`src/rtl/pim_shift_accum.sv`:
```
// Bit-serial PIM result reconstruction: accumulates per-bit-plane ADC counts, LSB plane first,
// into a shifted dot-product sum. It then holds the result on a valid/ready handshake.

package pim_shift_accum_pkg;
   function automatic int clogb2(input int value);
      int r;
      r = 0;
      while ((1 << r) < value) r++;
      return (r < 1) ? 1 : r;
   endfunction
endpackage

module pim_shift_accum
   import pim_shift_accum_pkg::*;
#(
   parameter  int ADC_P   = 4,
   parameter  int INPUT_P = 4,
   parameter  int SIGNED  = 0,
   localparam int OUT_W   = ADC_P + INPUT_P,
   localparam int CW      = clogb2(INPUT_P)
) (
   input  logic             clk,
   input  logic             rst,
   input  logic             start,
   input  logic             adc_valid,
   input  logic [ADC_P-1:0] adc_data,
   input  logic             out_ready,
   output logic             out_valid,
   output logic [OUT_W-1:0] sum,
   output logic             busy,
   output logic [CW-1:0]    plane_idx,
   output logic             overrun
);

   typedef enum logic [1:0] {IDLE, ACCUM, HOLD} state_t;

   state_t           state;
   logic [OUT_W-1:0] acc;
   logic [OUT_W-1:0] data_ext;
   logic [OUT_W-1:0] term;
   logic [OUT_W-1:0] next_acc;
   logic             last_plane;

   // In two's-complement mode the MSB plane carries negative weight.
   always_comb begin
      data_ext   = {{INPUT_P{1'b0}}, adc_data};
      term       = data_ext << plane_idx;
      last_plane = (plane_idx == CW'(INPUT_P - 1));
      if ((SIGNED != 0) && last_plane)
         next_acc = acc - term;
      else
         next_acc = acc + term;
   end

   always_ff @(posedge clk) begin
      if (rst) begin
         state     <= IDLE;
         acc       <= '0;
         sum       <= '0;
         plane_idx <= '0;
         out_valid <= 1'b0;
         busy      <= 1'b0;
         overrun   <= 1'b0;
      end else begin
         case (state)
            IDLE: begin
               if (adc_valid)
                  overrun <= 1'b1;
               if (start) begin
                  state     <= ACCUM;
                  acc       <= '0;
                  plane_idx <= '0;
                  busy      <= 1'b1;
               end
            end
            ACCUM: begin
               // A restart wins over a same-cycle sample.
               if (start) begin
                  acc       <= '0;
                  plane_idx <= '0;
               end else if (adc_valid) begin
                  acc <= next_acc;
                  if (last_plane) begin
                     state     <= HOLD;
                     sum       <= next_acc;
                     out_valid <= 1'b1;
                     busy      <= 1'b0;
                     plane_idx <= '0;
                  end else begin
                     plane_idx <= plane_idx + CW'(1);
                  end
               end
            end
            HOLD: begin
               if (adc_valid)
                  overrun <= 1'b1;
               if (out_ready) begin
                  out_valid <= 1'b0;
                  if (start) begin
                     state     <= ACCUM;
                     acc       <= '0;
                     plane_idx <= '0;
                     busy      <= 1'b1;
                  end else begin
                     state <= IDLE;
                  end
               end
            end
            default: state <= IDLE;
         endcase
      end
   end

endmodule
```
`config.mk`:
```
export PLATFORM = sky130hd
export DESIGN_NAME = pim_shift_accum
export DESIGN_NICKNAME = d
export VERILOG_FILES = /design/src/rtl/pim_shift_accum.sv
export SDC_FILE = /design/constraint.sdc
export NUM_CORES = 1
export LEC_CHECK = 0
export ABC_AREA = 1
export BUFFER_PORTS_ARGS = -buffer_cell sky130_fd_sc_hd__buf_2
export CORE_MARGIN = 2
export CORE_UTILIZATION = 50
export DETAILED_ROUTE_END_ITERATION = 16
export PLACE_DENSITY = 0.75
export SLEW_MARGIN = 30
export SYNTH_ARGS = -nofsm -noshare
export SYNTH_HDL_FRONTEND = slang
export SYNTH_SLANG_ARGS = --single-unit
```
`constraint.sdc`:
```
create_clock -name clk -period 1.9 [get_ports clk]
set_input_delay 0.57 -clock clk [delete_from_list [all_inputs] [get_ports clk]]
set_output_delay 0.57 -clock clk [all_outputs]
set_load 0.005 [all_outputs]
```
After elaboration in Yosys (flattened, before gate mapping). Index checks and enable logic that the tools add are counted.

Add/subtract/negate cells: 2. Eq/ne operators: 9. Shift operators: 1. Multiplexer cells: 29. Bitwise operators: 1. Reductions and logical operators: 10.

Operator list (count): 8-bit 2-to-1 mux (4); 8-bit one-hot mux with 3 select lines (1); 2-bit 2-to-1 mux (10); 5-bit AND reduction (3); 2-bit one-hot mux with 3 select lines (2); 1-bit 2-to-1 mux (10); 2-bit inequality test (second input constant) (5); 8-bit adder (1); 4-bit by 2-bit << shifter with 8-bit output (1); 2-bit == test (second input constant) (2); 4-bit AND reduction (1); 3-bit inequality test (second input constant) (1); 1-bit one-hot mux with 3 select lines (1); 3-bit AND reduction (1); 3-bit nonzero test (1); 2-bit by 1-bit adder with 2-bit output (second input constant) (1); 2-bit by 1-bit == test with 1-bit output (second input constant) (1); 2-bit logical NOT (1); 1-bit one-hot mux with 2 select lines (1); 2-bit AND reduction (1); 2-bit nonzero test (1); 2-bit OR reduction (1); 1-bit inverter (1).

Register bits after elaboration: 23. Bits of input ports: 9. Output and inout bits: 13. Word-level logic and storage cells: 59.

Logic depth before layout (Yosys ltp).
Depth after elaboration: 5. Depth in mapped cells: 15. Mapped depth without buffers: 14.

Worst setup path after synthesis. No wires, ideal clock.

Path type: reg2reg. From: register plane_idx[0]. To: register sum[6]. Setup time: 0.109 ns. Data arrival time: 1.891 ns. Required time: 1.791 ns. Setup slack: -0.100 ns. Stages on the path, launching flop included: 15. Path buffers: 1. Period minus slack after synthesis: 2.000 ns. Cells stage by stage: dfxtp_1 clkbuf_1 inv_1 nand2_1 nor2_1 ha_1 fa_1 nand2_1 nand2_1 nand3b_1 nand3b_1 nand2_1 nand2_1 nand2_1 inv_1.

Cells in the longest elaborated chain, start to end: 2. Elaborated cells on any way between the ends: 4. Those cells by class: add/sub (1); eq/ne (1); shift (1); reduce/logical (1).

RTL lines: from (decl) (line 31) `output logic [CW-1:0] plane_idx,`; from (signal assigned) (line 90) `plane_idx <= plane_idx + CW'(1);`; 4-bit by 2-bit << shifter with 8-bit output or 2-bit == test (tied branches) (line 47, 48); 8-bit adder or 4-bit AND reduction (tied branches); to (signal assigned) (line 85) `sum <= next_acc;`; to (decl) (line 29) `output logic [OUT_W-1:0] sum,`.

Parallel ways exist; a longest one is shown, timed or not. A chain may end at the register's enable or synchronous reset.

Final worst setup path.
From: register plane_idx[0]. To: register sum[7].

The elaborated chain is that of the path after synthesis.

==> summary by stage <==
STA
The worst-case headroom to the max-slew limit is 79.5%. Adding up every negative setup slack in the final design gives -224 ps. The number of slew-limit violations in the final report came to 0. Setup violations remaining at the end of the flow were counted as 5. The clock skew after layout is 3.25 ps. The maximum clock rate is 506 MHz. The final critical-path setup slack is -74.9 ps. The tightest hold margin is 431 ps. The final number of hold-violating endpoints is 0. Setup repair after global routing could not meet its margin everywhere.

At the pin with the least slew margin, the transition time is 307 ps. The final period utilization is 104%. Subtracting the final worst setup slack from the clock period gives 1970 ps.

Yosys
The share of async-settable or async-resettable flops after synthesis is 0%. Sorting the synthesized cells by how often they occur yields 54 x sky130_fd_sc_hd__nand2_1, 23 x sky130_fd_sc_hd__dfxtp_1, 21 x sky130_fd_sc_hd__inv_1, 20 x sky130_fd_sc_hd__a21oi_1, 18 x sky130_fd_sc_hd__nor2_1. Of all cell types, the one taking the most synthesized area is sky130_fd_sc_hd__dfxtp_1. The post-synthesis average cell area is 6.97 µm². The number of distinct library cell variants in the gate-level netlist after synthesis is 25. The share of Yosys cell area claimed by the top area cell type is 33.9%. The number of flip-flops and latches in the synthesized netlist is 23. The number of flops mapped to enable cells by yosys is 0. Synthesis produced a netlist with a net count of 213.

After synthesis, flip-flops and latches occupy 33.9% of the total area. The warning count from the yosys run is 0. Among all cell types in the netlist, the one instantiated most often is sky130_fd_sc_hd__nand2_1. After synthesis the cells add up to 1360 µm². Yosys attributes the largest share of cell area to sky130_fd_sc_hd__dfxtp_1 34%, sky130_fd_sc_hd__nand2_1 15%, sky130_fd_sc_hd__a21oi_1 7.4%.

The predominant post-synthesis flop cell is sky130_fd_sc_hd__dfxtp_1. The number of instances in the synthesized netlist is 195.

Clock tree
In this run the deepest clock path goes through 2 buffers. After clock tree synthesis, the clock-pin slew on the worst setup and hold paths is 130 ps. The CTS tree is built.

Clock tree synthesis found a total of 23 sinks. The number of buffers created by CTS is 3. The cell sitting at the root of the clock tree is a sky130_fd_sc_hd__clkbuf_4. The level count of the clock H-tree is 1.

At the later pin of the worst-skew pair, clock insertion delay measures 320 ps.

Power
The fraction of power spent switching nets is 29.1%. The clock network power share is 25.8%. The analysis attributes to net switching a power of 267 µW. Sequential cells burn 54.9% of the power. In this run the power density over the cells is 531 nW/µm². Summed over all cells, the static leakage comes to 0.000847 µW. The highest ir drop seen on vdd is 0.000409 V. The internal portion of the total power is 652 µW. Per report_power, the combinational group accounts for 19.3% of the total.

Route
For this run, the detailed router's first-pass iteration total came to 4. The via count is 1349. Dividing the detail-routed wire length by the instance count gives 12.5 µm. The final routed DRC violation total is 0. The via density per instance is 5.19. The count of antenna-violating nets left after detailed routing is 0. The DRC violation total after the first TritonRoute iteration is 57.

After detailed routing, the total wire length is 3260 µm.

Setup path
In this run the worst path has a maximum fanout of 6. Among all stages on the critical path, the largest delay is contributed by sky130_fd_sc_hd__dfxtp_4. STA classifies the critical path startpoint as a register. On the worst path, the slowest cell contributes a delay of 440 ps. At the worst endpoint, the required time is 2140 ps.

Data on the critical path arrives at its endpoint at 2210 ps. The worst setup path is captured at a register. The critical path goes through mux2i_2, buf_4, o21ai_2, ha_1, nand2_1, nand2_2, a21oi_2, nand3_2, nand2_1, nand2_1, nand2_1, inv_1. In this design, the critical path's most frequently occurring cell is sky130_fd_sc_hd__nand2_1. The critical setup path kind is reg -> reg.

Global route
The final global-route overflow total is 0. The initial antenna violation count came to 0. The total routing usage reported by global routing is 21.9%. The first-pass GRT wire length is 5510 µm.

The maximum number of pins on one net before global-route repair is 14. The via count of the first global-routing pass was 1341.

Place
The placed wire-length estimate after detailed placement is 2460 µm. The final weighted congestion in routability-driven placement is 0.898. The area of placed instances is 1580 µm².

Including well taps, the total number of placed cells is 255. The count of buffers added on input and output ports is 21.

Final layout
The count of fill cells added during filler insertion is 219. After the flow finishes, the layout carries non-filler instances totaling 260. The synthesis-to-finish area growth is 27.3%. The ratio of cells with drive above 1 in the final layout is 34.3%. The final core utilization is 68.6%. The number of diodes is 0. After routing the design area is 1730 µm². After the last flow step, the layout net total stands at 249.

Hold path
The worst hold-check path type is in -> reg.

Status
The checks that failed: negative setup slack. The flow ran to the end, but the final reports show violations.

Floorplan
The y dimension of the die is 56.1 µm. Row generation in the floorplan step produced 18 rows. The area of the die is 3150 µm². During I/O placement, the number of pins put on the boundary was 22.

The die extent in x is 56.1 µm. The core area is 2520 µm². The starting utilization of the core area is 53.9%.

Flow run
The number of max-cap violations is 0.
## placed cells by master (no fill, tap or decap)
cell                       instances
sky130_fd_sc_hd__nand2_1          48
sky130_fd_sc_hd__nor2_4            2
sky130_fd_sc_hd__nand3_1           7
sky130_fd_sc_hd__nor3_4            1
sky130_fd_sc_hd__o21ai_0           6
sky130_fd_sc_hd__xor2_2            1
sky130_fd_sc_hd__nand3_2           3
sky130_fd_sc_hd__mux2i_1           2
sky130_fd_sc_hd__inv_2             4
sky130_fd_sc_hd__nor2_1           17
sky130_fd_sc_hd__nor2_2            5
sky130_fd_sc_hd__fa_2              1
sky130_fd_sc_hd__mux2i_2           1
sky130_fd_sc_hd__buf_6             2
sky130_fd_sc_hd__inv_1            20
sky130_fd_sc_hd__dfxtp_4           1
sky130_fd_sc_hd__ha_1              7
sky130_fd_sc_hd__clkbuf_4          3
sky130_fd_sc_hd__xnor2_1           1
sky130_fd_sc_hd__xnor2_4           1
sky130_fd_sc_hd__buf_2            21
sky130_fd_sc_hd__buf_4            14
sky130_fd_sc_hd__dfxtp_1          21
sky130_fd_sc_hd__nor3_2            1
sky130_fd_sc_hd__a21oi_2           5
sky130_fd_sc_hd__mux2i_4           1
sky130_fd_sc_hd__o21ai_1           3
sky130_fd_sc_hd__clkinv_2          1
sky130_fd_sc_hd__o21ai_2           1
sky130_fd_sc_hd__dfxtp_2           1
sky130_fd_sc_hd__a21oi_1          17
sky130_fd_sc_hd__nand2_2           6
sky130_fd_sc_hd__nand3b_1          2
sky130_fd_sc_hd__ha_2              1
sky130_fd_sc_hd__a211oi_2          1
sky130_fd_sc_hd__or2_2             1
## flip-flops by register name, summed over array words and instances (netlist names)
register	count
overrun	1
sum	8
busy	1
out_valid	1
plane_idx	2
state	2
acc	8
## path summary, 6_finish.rpt
kind	startpoint	depth (start not counted)	end	slack [ps]
worst min register to register	busy	2	busy	450
worst max-delay path	plane_idx[0]	12	sum[7]	-70
worst min-delay path	out_ready	2	out_valid	430
worst max register to register	plane_idx[0]	12	sum[7]	-70
## per-layer routing
layer,global-route usage [%],wire length (µm)
met3,2.09,88
met5,0,0
met4,11.6,89
met2,41.0,1690
met1,23.9,1390
## power by group through the flow
| stage | logic, µW | clock network (µW) | registers [µW] |
|---|---|---|---|
| after CTS | 147 | 243 | 503 |
| final | 177 | 237 | 504 |
| after floorplan | 90.2 | 0 | 511 |
| after global routing | 194 | 261 | 505 |
| after detailed placement | 146 | 0 | 514 |
| after global placement | 140 | 0 | 513 |
## area by class of cell
class | count | area, µm² | share of cell area (%)
clock buffer | 3 | 22.5 | 1.30
clock inverter | 1 | 5.00 | 0.289
inverter | 24 | 90.1 | 5.21
multi-input combinational | 142 | 877 | 50.7
sequential | 23 | 465 | 26.9
tap | 30 | 37.5 | 2.17
timing repair buffer | 37 | 233 | 13.4
## cells by family after synthesis
kind of cell | Yosys count | share of synthesized area (%)
AO/OA/AOI/OAI | 33 | 13.3
buffers and inverters | 30 | 8.93
multiplexers | 4 | 2.95
AND/OR/NAND/NOR | 93 | 30.2
flip-flops | 23 | 33.9
adder cells (fa/ha/maj) | 9 | 8.84
XOR/XNOR | 3 | 1.93
## metrics by stage
| step | worst slack, ps | power, µW |
|---|---|---|
| after floorplan | 4.54 | 602 |
| after global placement | -158 | 653 |
| after detailed placement | -223 | 661 |
| after CTS | 7.80 | 893 |
| after global routing | -205 | 959 |
| final | -74.9 | 918 |
## worst max-delay path, delay by kind of cell, from the launching register on
| family | cells | cell delay [ps] |
|---|---|---|
| adders and majority gates | 1 | 330 |
| and+or+nand+nor | 6 | 450 |
| AOI/OAI and AO/OA | 2 | 240 |
| muxes | 1 | 250 |
| buffers and inverters | 2 | 180 |
| DFF | 1 | 440 |
## repair_timing
item	CTS	global route
pin swaps	0	17
resized for setup	2	29
hold buffers	0	0
endpoints found under the setup margin	11	11
setup buffers	0	1
Note: power is estimated with default switching activity, not from simulation.
